`src/rtl/clock_div_pkg.sv`:
```
// Shared constants and capture-time clamping helpers for the programmable clock divider.
package clock_div_pkg;

   localparam int MIN_DIV = 2;

   // Divisor below MIN_DIV is raised to MIN_DIV.
   function automatic logic [31:0] clamp_div(input logic [31:0] d);
      return (d < 32'(MIN_DIV)) ? 32'(MIN_DIV) : d;
   endfunction

   // High time is limited to [1, div-1], where div is the already-clamped divisor.
   function automatic logic [31:0] clamp_high(input logic [31:0] h, input logic [31:0] d_clamped);
      if (h == 32'd0)
         return 32'd1;
      else if (h > d_clamped - 32'd1)
         return d_clamped - 32'd1;
      else
         return h;
   endfunction

endpackage

```
`src/rtl/prog_clock_div_channel.sv`:
```
// One divider channel: period counter, shadowed div/high settings, pending flag, registered outputs.
module prog_clock_div_channel
   import clock_div_pkg::*;
#(
   parameter int WIDTH        = 16,
   parameter int DEFAULT_DIV  = 10,
   parameter int DEFAULT_HIGH = 5
) (
   input  logic             clk,
   input  logic             reset,
   input  logic             en,
   input  logic             load,
   input  logic [WIDTH-1:0] div_in,
   input  logic [WIDTH-1:0] high_in,
   output logic             clk_out,
   output logic             tick,
   output logic             pending
);

   localparam logic [WIDTH-1:0] ONE      = WIDTH'(1);
   localparam logic [WIDTH-1:0] DIV_RST  = WIDTH'(DEFAULT_DIV);
   localparam logic [WIDTH-1:0] HIGH_RST = WIDTH'(DEFAULT_HIGH);

   logic [WIDTH-1:0] act_div, act_high;
   logic [WIDTH-1:0] sh_div, sh_high;
   logic [WIDTH-1:0] cnt;
   logic             run;

   logic [WIDTH-1:0] ld_div, ld_high;
   logic [WIDTH-1:0] next_div, next_high, next_cnt;
   logic             wrap, apply;

   always_comb begin
      ld_div  = WIDTH'(clamp_div(32'(div_in)));
      ld_high = WIDTH'(clamp_high(32'(high_in), 32'(ld_div)));

      // run marks a period already in progress, so the first enabled edge always restarts at 0.
      wrap  = run && (cnt == act_div - ONE);
      apply = pending && (!en || wrap);

      next_div  = apply ? sh_div  : act_div;
      next_high = apply ? sh_high : act_high;
      next_cnt  = (!en || !run || wrap) ? '0 : cnt + ONE;
   end

   // NOTE: all state updates use non-blocking assignments so every register sees pre-edge values.
   always_ff @(posedge clk or posedge reset) begin
      if (reset) begin
         act_div  <= DIV_RST;
         act_high <= HIGH_RST;
         sh_div   <= DIV_RST;
         sh_high  <= HIGH_RST;
         cnt      <= '0;
         run      <= 1'b0;
         pending  <= 1'b0;
         clk_out  <= 1'b0;
         tick     <= 1'b0;
      end else begin
         act_div  <= next_div;
         act_high <= next_high;
         // A load on the apply edge is captured after the older shadow has been consumed.
         if (load) begin
            sh_div  <= ld_div;
            sh_high <= ld_high;
            pending <= 1'b1;
         end else if (apply) begin
            pending <= 1'b0;
         end
         run     <= en;
         cnt     <= next_cnt;
         clk_out <= en && (next_cnt < next_high);
         tick    <= en && (next_cnt == '0);
      end
   end

endmodule

```
`src/rtl/prog_clock_div.sv`:
```
// Multi-channel programmable clock-enable generator; one independent channel per slice of the packed buses.
module prog_clock_div
   import clock_div_pkg::*;
#(
   parameter int CHANNELS     = 2,
   parameter int WIDTH        = 16,
   parameter int DEFAULT_DIV  = 10,
   parameter int DEFAULT_HIGH = 5
) (
   input  logic                      clk,
   input  logic                      reset,
   input  logic [CHANNELS-1:0]       en,
   input  logic [CHANNELS-1:0]       load,
   input  logic [CHANNELS*WIDTH-1:0] div_in,
   input  logic [CHANNELS*WIDTH-1:0] high_in,
   output logic [CHANNELS-1:0]       clk_out,
   output logic [CHANNELS-1:0]       tick,
   output logic [CHANNELS-1:0]       pending
);

   for (genvar i = 0; i < CHANNELS; i++) begin : gen_ch
      prog_clock_div_channel #(
         .WIDTH        (WIDTH),
         .DEFAULT_DIV  (DEFAULT_DIV),
         .DEFAULT_HIGH (DEFAULT_HIGH)
      ) u_ch (
         .clk     (clk),
         .reset   (reset),
         .en      (en[i]),
         .load    (load[i]),
         .div_in  (div_in[i*WIDTH +: WIDTH]),
         .high_in (high_in[i*WIDTH +: WIDTH]),
         .clk_out (clk_out[i]),
         .tick    (tick[i]),
         .pending (pending[i])
      );
   end

endmodule

```
`config.mk`:
```
export PLATFORM = sky130hd
export DESIGN_NAME = prog_clock_div
export DESIGN_NICKNAME = d
export VERILOG_FILES = /design/src/rtl/clock_div_pkg.sv /design/src/rtl/prog_clock_div_channel.sv /design/src/rtl/prog_clock_div.sv
export SDC_FILE = /design/constraint.sdc
export NUM_CORES = 1
export LEC_CHECK = 0
export CAP_MARGIN = 15
export CORE_MARGIN = 2
export CORE_UTILIZATION = 50
export CTS_BUF_LIST = sky130_fd_sc_hd__clkbuf_16
export CTS_CLUSTER_SIZE = 40
export DETAILED_ROUTE_END_ITERATION = 10
export HOLD_SLACK_MARGIN = 0.05
export PLACE_DENSITY = 0.7
export SLEW_MARGIN = 10
export SYNTH_ARGS = -nofsm -noshare
export SYNTH_HDL_FRONTEND = slang
export SYNTH_SLANG_ARGS = --single-unit
export TNS_END_PERCENT = 5
```
`constraint.sdc`:
```
create_clock -name clk -period 8.8 [get_ports clk]
set_clock_uncertainty 0.1 [all_clocks]
set_input_delay 2.2 -clock clk [delete_from_list [all_inputs] [get_ports clk]]
set_output_delay 2.2 -clock clk [all_outputs]
set_load 0.005 [all_outputs]
```
Yosys cells after proc, flatten, opt, wreduce, memory -nomap -nowiden
Cells that the tools add are included.
- mux-type cells: 14
- reduce and logical (&&, ||, !) cells: 24
- add/sub/neg operators: 6
- equal/unequal tests: 2
- order comparisons: 6
- operator list (kind ; count):
    $mux 16 ; 10
    $gt 16x32->1 ; 2
    $logic_not 16->1 ; 4
    $sub 16x1->17 const B ; 2
    $add 16x1->16 const B ; 2
    $eq 16x16->1 ; 2
    $lt 16x16->1 ; 2
    $lt 16x2->1 const B ; 2
    $sub 16x1->16 const B ; 2
    $logic_and 1x1->1 ; 8
    $logic_or 1x1->1 ; 6
    $logic_not 1->1 ; 4
    $mux 1 ; 4
    $reduce_bool 2->1 ; 2
- register bits after elaboration: 168
- word-level logic and storage cells: 70

Longest topological paths before layout
- depth in word-level cells: 8
- depth in mapped cells: 21
- depth with buffers taken out: 20

Cells and area by module
Synthesis repeated with hierarchy kept, for this count alone.
- cell total of the unflattened synthesis: 1047
- area total of the unflattened synthesis: 10613.9 µm²
- by module, submodules not included (module ; sequential area each (µm²) ; cells each ; area each (µm²) ; instances):
    prog_clock_div_channel (gen_ch[1].u_ch) ; 2112.0 ; 524 ; 5482.8 ; 1
    prog_clock_div_channel (gen_ch[0].u_ch) ; 2112.0 ; 523 ; 5131.2 ; 1

Worst setup path after synthesis
Ideal clock, no wire load.
- path kind: in2reg
- from: input div_in[8]
- to: register gen_ch[0].u_ch.sh_high[2]
- buffers on the path: 2
- stages on the path: 18
- arrival: 6499 ps
- setup slack: 2123 ps
- cells stage by stage: or3_1 > or3_1 > clkbuf_1 > o21ai_0 > ha_1 > nor3b_1 > nand2_1 > nor2_1 > nand2_1 > xor2_1 > ha_1 > nor2b_1 > o21ai_0 > nand2_1 > o41ai_1 > clkbuf_1 > mux2_2 > o22ai_1
- longest elaborated chain between the ends: 6
- RTL lines (element ; line ; RTL):
    from (decl) ; prog_clock_div.sv:14 ; input logic [CHANNELS*WIDTH-1:0] div_in,
    $lt 16x2->1 ; clock_div_pkg.sv:8 ; return (d < 32'(MIN_DIV)) ? 32'(MIN_DIV) : d;
    $mux 16 (*) ; clock_div_pkg.sv:8 ;
    $sub 16x1->17 (*) ; clock_div_pkg.sv:15 ; else if (h > d_clamped - 32'd1)
    $gt 16x32->1 ; clock_div_pkg.sv:15 ;
    $mux 16 (*) ; clock_div_pkg.sv:15 ;
    $mux 16 (*) ; clock_div_pkg.sv:13 ; if (h == 32'd0)
    to (signal assigned) ; prog_clock_div_channel.sv:64 ; sh_high <= ld_high;
    to (decl) ; prog_clock_div_channel.sv:25 ; logic [WIDTH-1:0] sh_div, sh_high;
Mark *: on every way between the ends. The rest lies on a longest branch, timed or not.
A chain may end at the register's enable or synchronous reset.

Final worst setup path
- from: input div_in[8]
- to: register gen_ch[0].u_ch.sh_high[15]
Same word-level chain as after synthesis.

==> run summary <==
Status -> finished, final reports clean
EDFF count, synth -> 0
Crit path required time -> 9.04 ns
Chip width -> 150 um
CP endpoint -> gen_ch[0].u_ch.sh_high[15]$_DFFE_PP0P_
Crit. Startpoint -> div_in[8]
Final instance area -> 12100 um^2
DP Area -> 11500 um^2
Tot GR Track Use -> 0.236
Final setup violating endpoints -> 0
Syn Area/Cell -> 10.1 um^2
Reg2Reg Setup Slack -> 2.98 ns
Diode count -> 0
Setup WS pre-CTS -> 1.11 ns
Largest net degree at the start of global routing -> 86
Detailed placement HPWL -> 19.0 mm
PortBufs -> 75
Switching Fraction -> 0.314
Post-route ant nets -> 0
Worst R2R End -> gen_ch[1].u_ch.clk_out$_DFF_PP0_
MaxCap Viol Count -> 0
Synth Instances -> 1044
Grt ovf -> 0
Antenna violations before repair -> 0
WL/cell -> 18.4 um
CP peak stage delay -> 0.72 ns
Synth warn -> 0
Post-synth net total -> 1182
CTS root buf -> clkbuf_16
Sequential share of power -> 0.450
Setup Buffers After CTS -> 0
Final worst-path cycle share -> 0.836
Tightest Hold Check Type -> flip-flop to flip-flop
P_leak -> 5.28 nW
Die ar. -> 22400 um^2
First-pass GRT wire length -> 41.3 mm
Iteration-0 DRC Markers -> 511
I/O pin count -> 76
Nets -> 1227
Area of the multi-input gates -> 5820 um^2
FF+latch area -> 4220 um^2
CORE AREA -> 20900 um^2
Crit-path leading delay family -> simple AND/OR/NAND/NOR gates
Layout cells sized above 1 -> 0.147
Hold Fails Final Rpt -> 0
Max Freq -> 136 MHz
Total Wirelength -> 25.3 mm
Clock buffer depth -> 2
Critical path, cell by cell -> clkdlybuf4s50_1 > or3_1 > or3_1 > o21ai_0 > ha_1 > nor3b_1 > nand2_1 > nor2_1 > nand2_1 > xor2_1 > ha_1 > nor2b_1 > o21ai_0 > nand2_1 > o41ai_2 > buf_4 > mux2_2 > o22ai_1
TritonCTS clock tree -> done
Number of global-route vias before repair -> 7789
Cell Rows -> 53
Worst slew margin -> 0.230
Setup crit end kind -> flip-flop
Top cell type's share of synthesized area -> 0.359
Final Slew Violations -> 0
Clk pwr share -> 0.341
PostCTS Resize Cnt -> 0
Vias per Instance -> 5.76
Clock sinks -> 168
Period minus WS final -> 7.35 ns
Fin Setup TNS -> 0 ns
Buf/Inv on CP -> 2
Worst path depth -> 18
Post-synth ARST share -> 1.00
H-tree level count -> 4
1st-pass router iterations -> 6
Psw -> 0.000684 W
CP Launch Type -> input port
Post-synthesis sequential area ratio -> 0.399
Critical path class -> input port to flip-flop
Yosys reg bits -> 168
Setup repair after global routing missed its margin -> no
CTS buffer count -> 17
Reg2reg start -> gen_ch[1].u_ch.act_div[0]$_DFFE_PP0N_
Crit Path Max Fanout -> 17
Initial Utilization -> 0.507
P per Cell Area -> 180 nW/um^2
Yosys cell types -> 67
Synth top area cells -> dfrtp_1, ha_1, mux2_2
Cell taking the most area after synthesis -> dfrtp_1
Worst setup margin -> 1.45 ns
Combinational power share -> 0.209
Fill count -> 1796
Post-Syn Area -> 10600 um^2
Vias -> 7926
Critical Path Most Common Cell -> nand2_1
Tightest Pin Transition -> 1.14 ns
DRC viols -> 0
Worst IR Drop VDD -> 0.142 mV
Path depth of the worst reg2reg path -> 19
CTS Hold Buffers Added -> 0
Arr. time, crit path -> 7.59 ns
Internal -> 0.00150 W
Synth Flop Type -> dfrtp_1
Die height -> 150 um
Post-layout util -> 0.579
Syn-to-layout area delta -> 14.1%
GPL Wtd Cong -> 0.903
Clock transition at path regs -> 0.07 ns
CP max-delay cell -> o41ai_2
Clock latency on the worst-skew pair -> 0.44 ns
## synthesized netlist by cell type, types with 4 or more instances
cell,count
o21a_1,9
o31ai_1,5
buf_2,5
nand2b_1,19
or3_1,12
nor2_1,76
xor2_1,44
a31oi_1,11
buf_4,8
or4_1,6
and3_1,10
nor4_1,24
clkbuf_1,38
nor3_1,29
nand2_1,35
o311ai_0,11
nor2b_1,8
dfstp_2,16
dfrtp_1,152
ha_1,68
inv_1,75
a21oi_1,23
mux2_2,67
nand4_1,24
xnor2_1,50
mux2i_1,37
mux2_4,24
o211ai_1,5
o21ai_0,22
a211oi_1,8
a21o_1,12
o22ai_1,21
o2111ai_1,4
nand3_1,32
## cell usage in the layout (no fill, tap or decap), drive strengths merged, types with 24 or more instances in the layout
master           n
clkdlybuf4s50   75
nand4           24
nand2           36
mux2            91
xnor2           50
nand3           32
nor4            25
xor2            44
nor3            29
mux2i           37
inv             85
dfrtp          152
ha              68
nor2            76
## layer usage
metal / wire, um / share of wire / global-route usage
met5: 0 / 0 / 0
met4: 508 / 0.020 / 0.0633
met3: 1130 / 0.045 / 0.0402
met2: 12300 / 0.49 / 0.402
met1: 11400 / 0.45 / 0.311
## tightest hold or removal path, delay by kind of cell (launching register included)
kind / cells / cell delay, ns
flip-flops: 1 / 0.32
multiplexers: 1 / 0.08
buffers and inverters: 1 / 0.06
## metrics by stage
step | instances | hold slack, ns | total power (W)
global placement | 1344 | 0.374 | 0.00143
detailed placement | 1344 | 0.379 | 0.00145
CTS | 1376 | 0.396 | 0.00219
floorplan | 1044 | 0.352 | 0.00129
finish | 1377 | 0.391 | 0.00218
global route | 1377 | 0.406 | 0.00230
## registers in the layout, summed over array words and instances, names as in the netlist
register	count
gen_ch.u_ch.act_div	32
gen_ch.u_ch.act_high	32
gen_ch.u_ch.cnt	32
gen_ch.u_ch.sh_div	32
gen_ch.u_ch.sh_high	32
gen_ch.u_ch.clk_out	2
gen_ch.u_ch.pending	2
gen_ch.u_ch.run	2
gen_ch.u_ch.tick	2
## worst min-delay path by stage
stage	startpoint	to	slack (ns)	cells past startpoint
finish	gen_ch[0].u_ch.act_high[6]$_DFF_PP0_	gen_ch[0].u_ch.act_high[6]$_DFF_PP0_	0.39	2
global route	gen_ch[0].u_ch.sh_high[2]$_DFFE_PP1P_	gen_ch[0].u_ch.sh_high[2]$_DFFE_PP1P_	0.41	2
CTS	gen_ch[1].u_ch.sh_div[1]$_DFFE_PP1P_	gen_ch[1].u_ch.sh_div[1]$_DFFE_PP1P_	0.40	2
detailed placement	gen_ch[0].u_ch.act_high[6]$_DFF_PP0_	gen_ch[0].u_ch.act_high[6]$_DFF_PP0_	0.38	2
global placement	gen_ch[0].u_ch.act_high[8]$_DFF_PP0_	gen_ch[0].u_ch.act_high[8]$_DFF_PP0_	0.37	2
floorplan	gen_ch[0].u_ch.act_high[10]$_DFF_PP0_	gen_ch[0].u_ch.act_high[10]$_DFF_PP0_	0.35	2
## final cells by class
cell class	count	share of cell area
Multi-Input combinational cell	744	0.482
Tap cell	275	0.0285
Sequential cell	168	0.349
Clock inverter	15	0.0125
Inverter	75	0.0237
Clock buffer	17	0.0352
Timing Repair Buffer	83	0.0687
## cell families (layout without fill, tap and decap cells)
family	Yosys count	in the layout	synth area share
AND/OR/NAND/NOR	298	298	0.149
flip-flops	168	168	0.399
AO/OA/AOI/OAI	156	156	0.102
buffers and inverters	132	190	0.0525
multiplexers	128	128	0.140
XOR/XNOR	94	94	0.0778
adder cells (fa/ha/maj)	68	68	0.0804
## power by group through the flow
stage / Clock, W / Combinational, W / Sequential [W]
after floorplan: 0 / 0.000344 / 0.000949
after global placement: 0 / 0.000444 / 0.000991
after detailed placement: 0 / 0.000452 / 0.000994
after CTS: 0.000756 / 0.000457 / 0.000981
after global routing: 0.000793 / 0.000507 / 0.000997
final: 0.000743 / 0.000455 / 0.000981
Power figures use the tool's default switching activity.
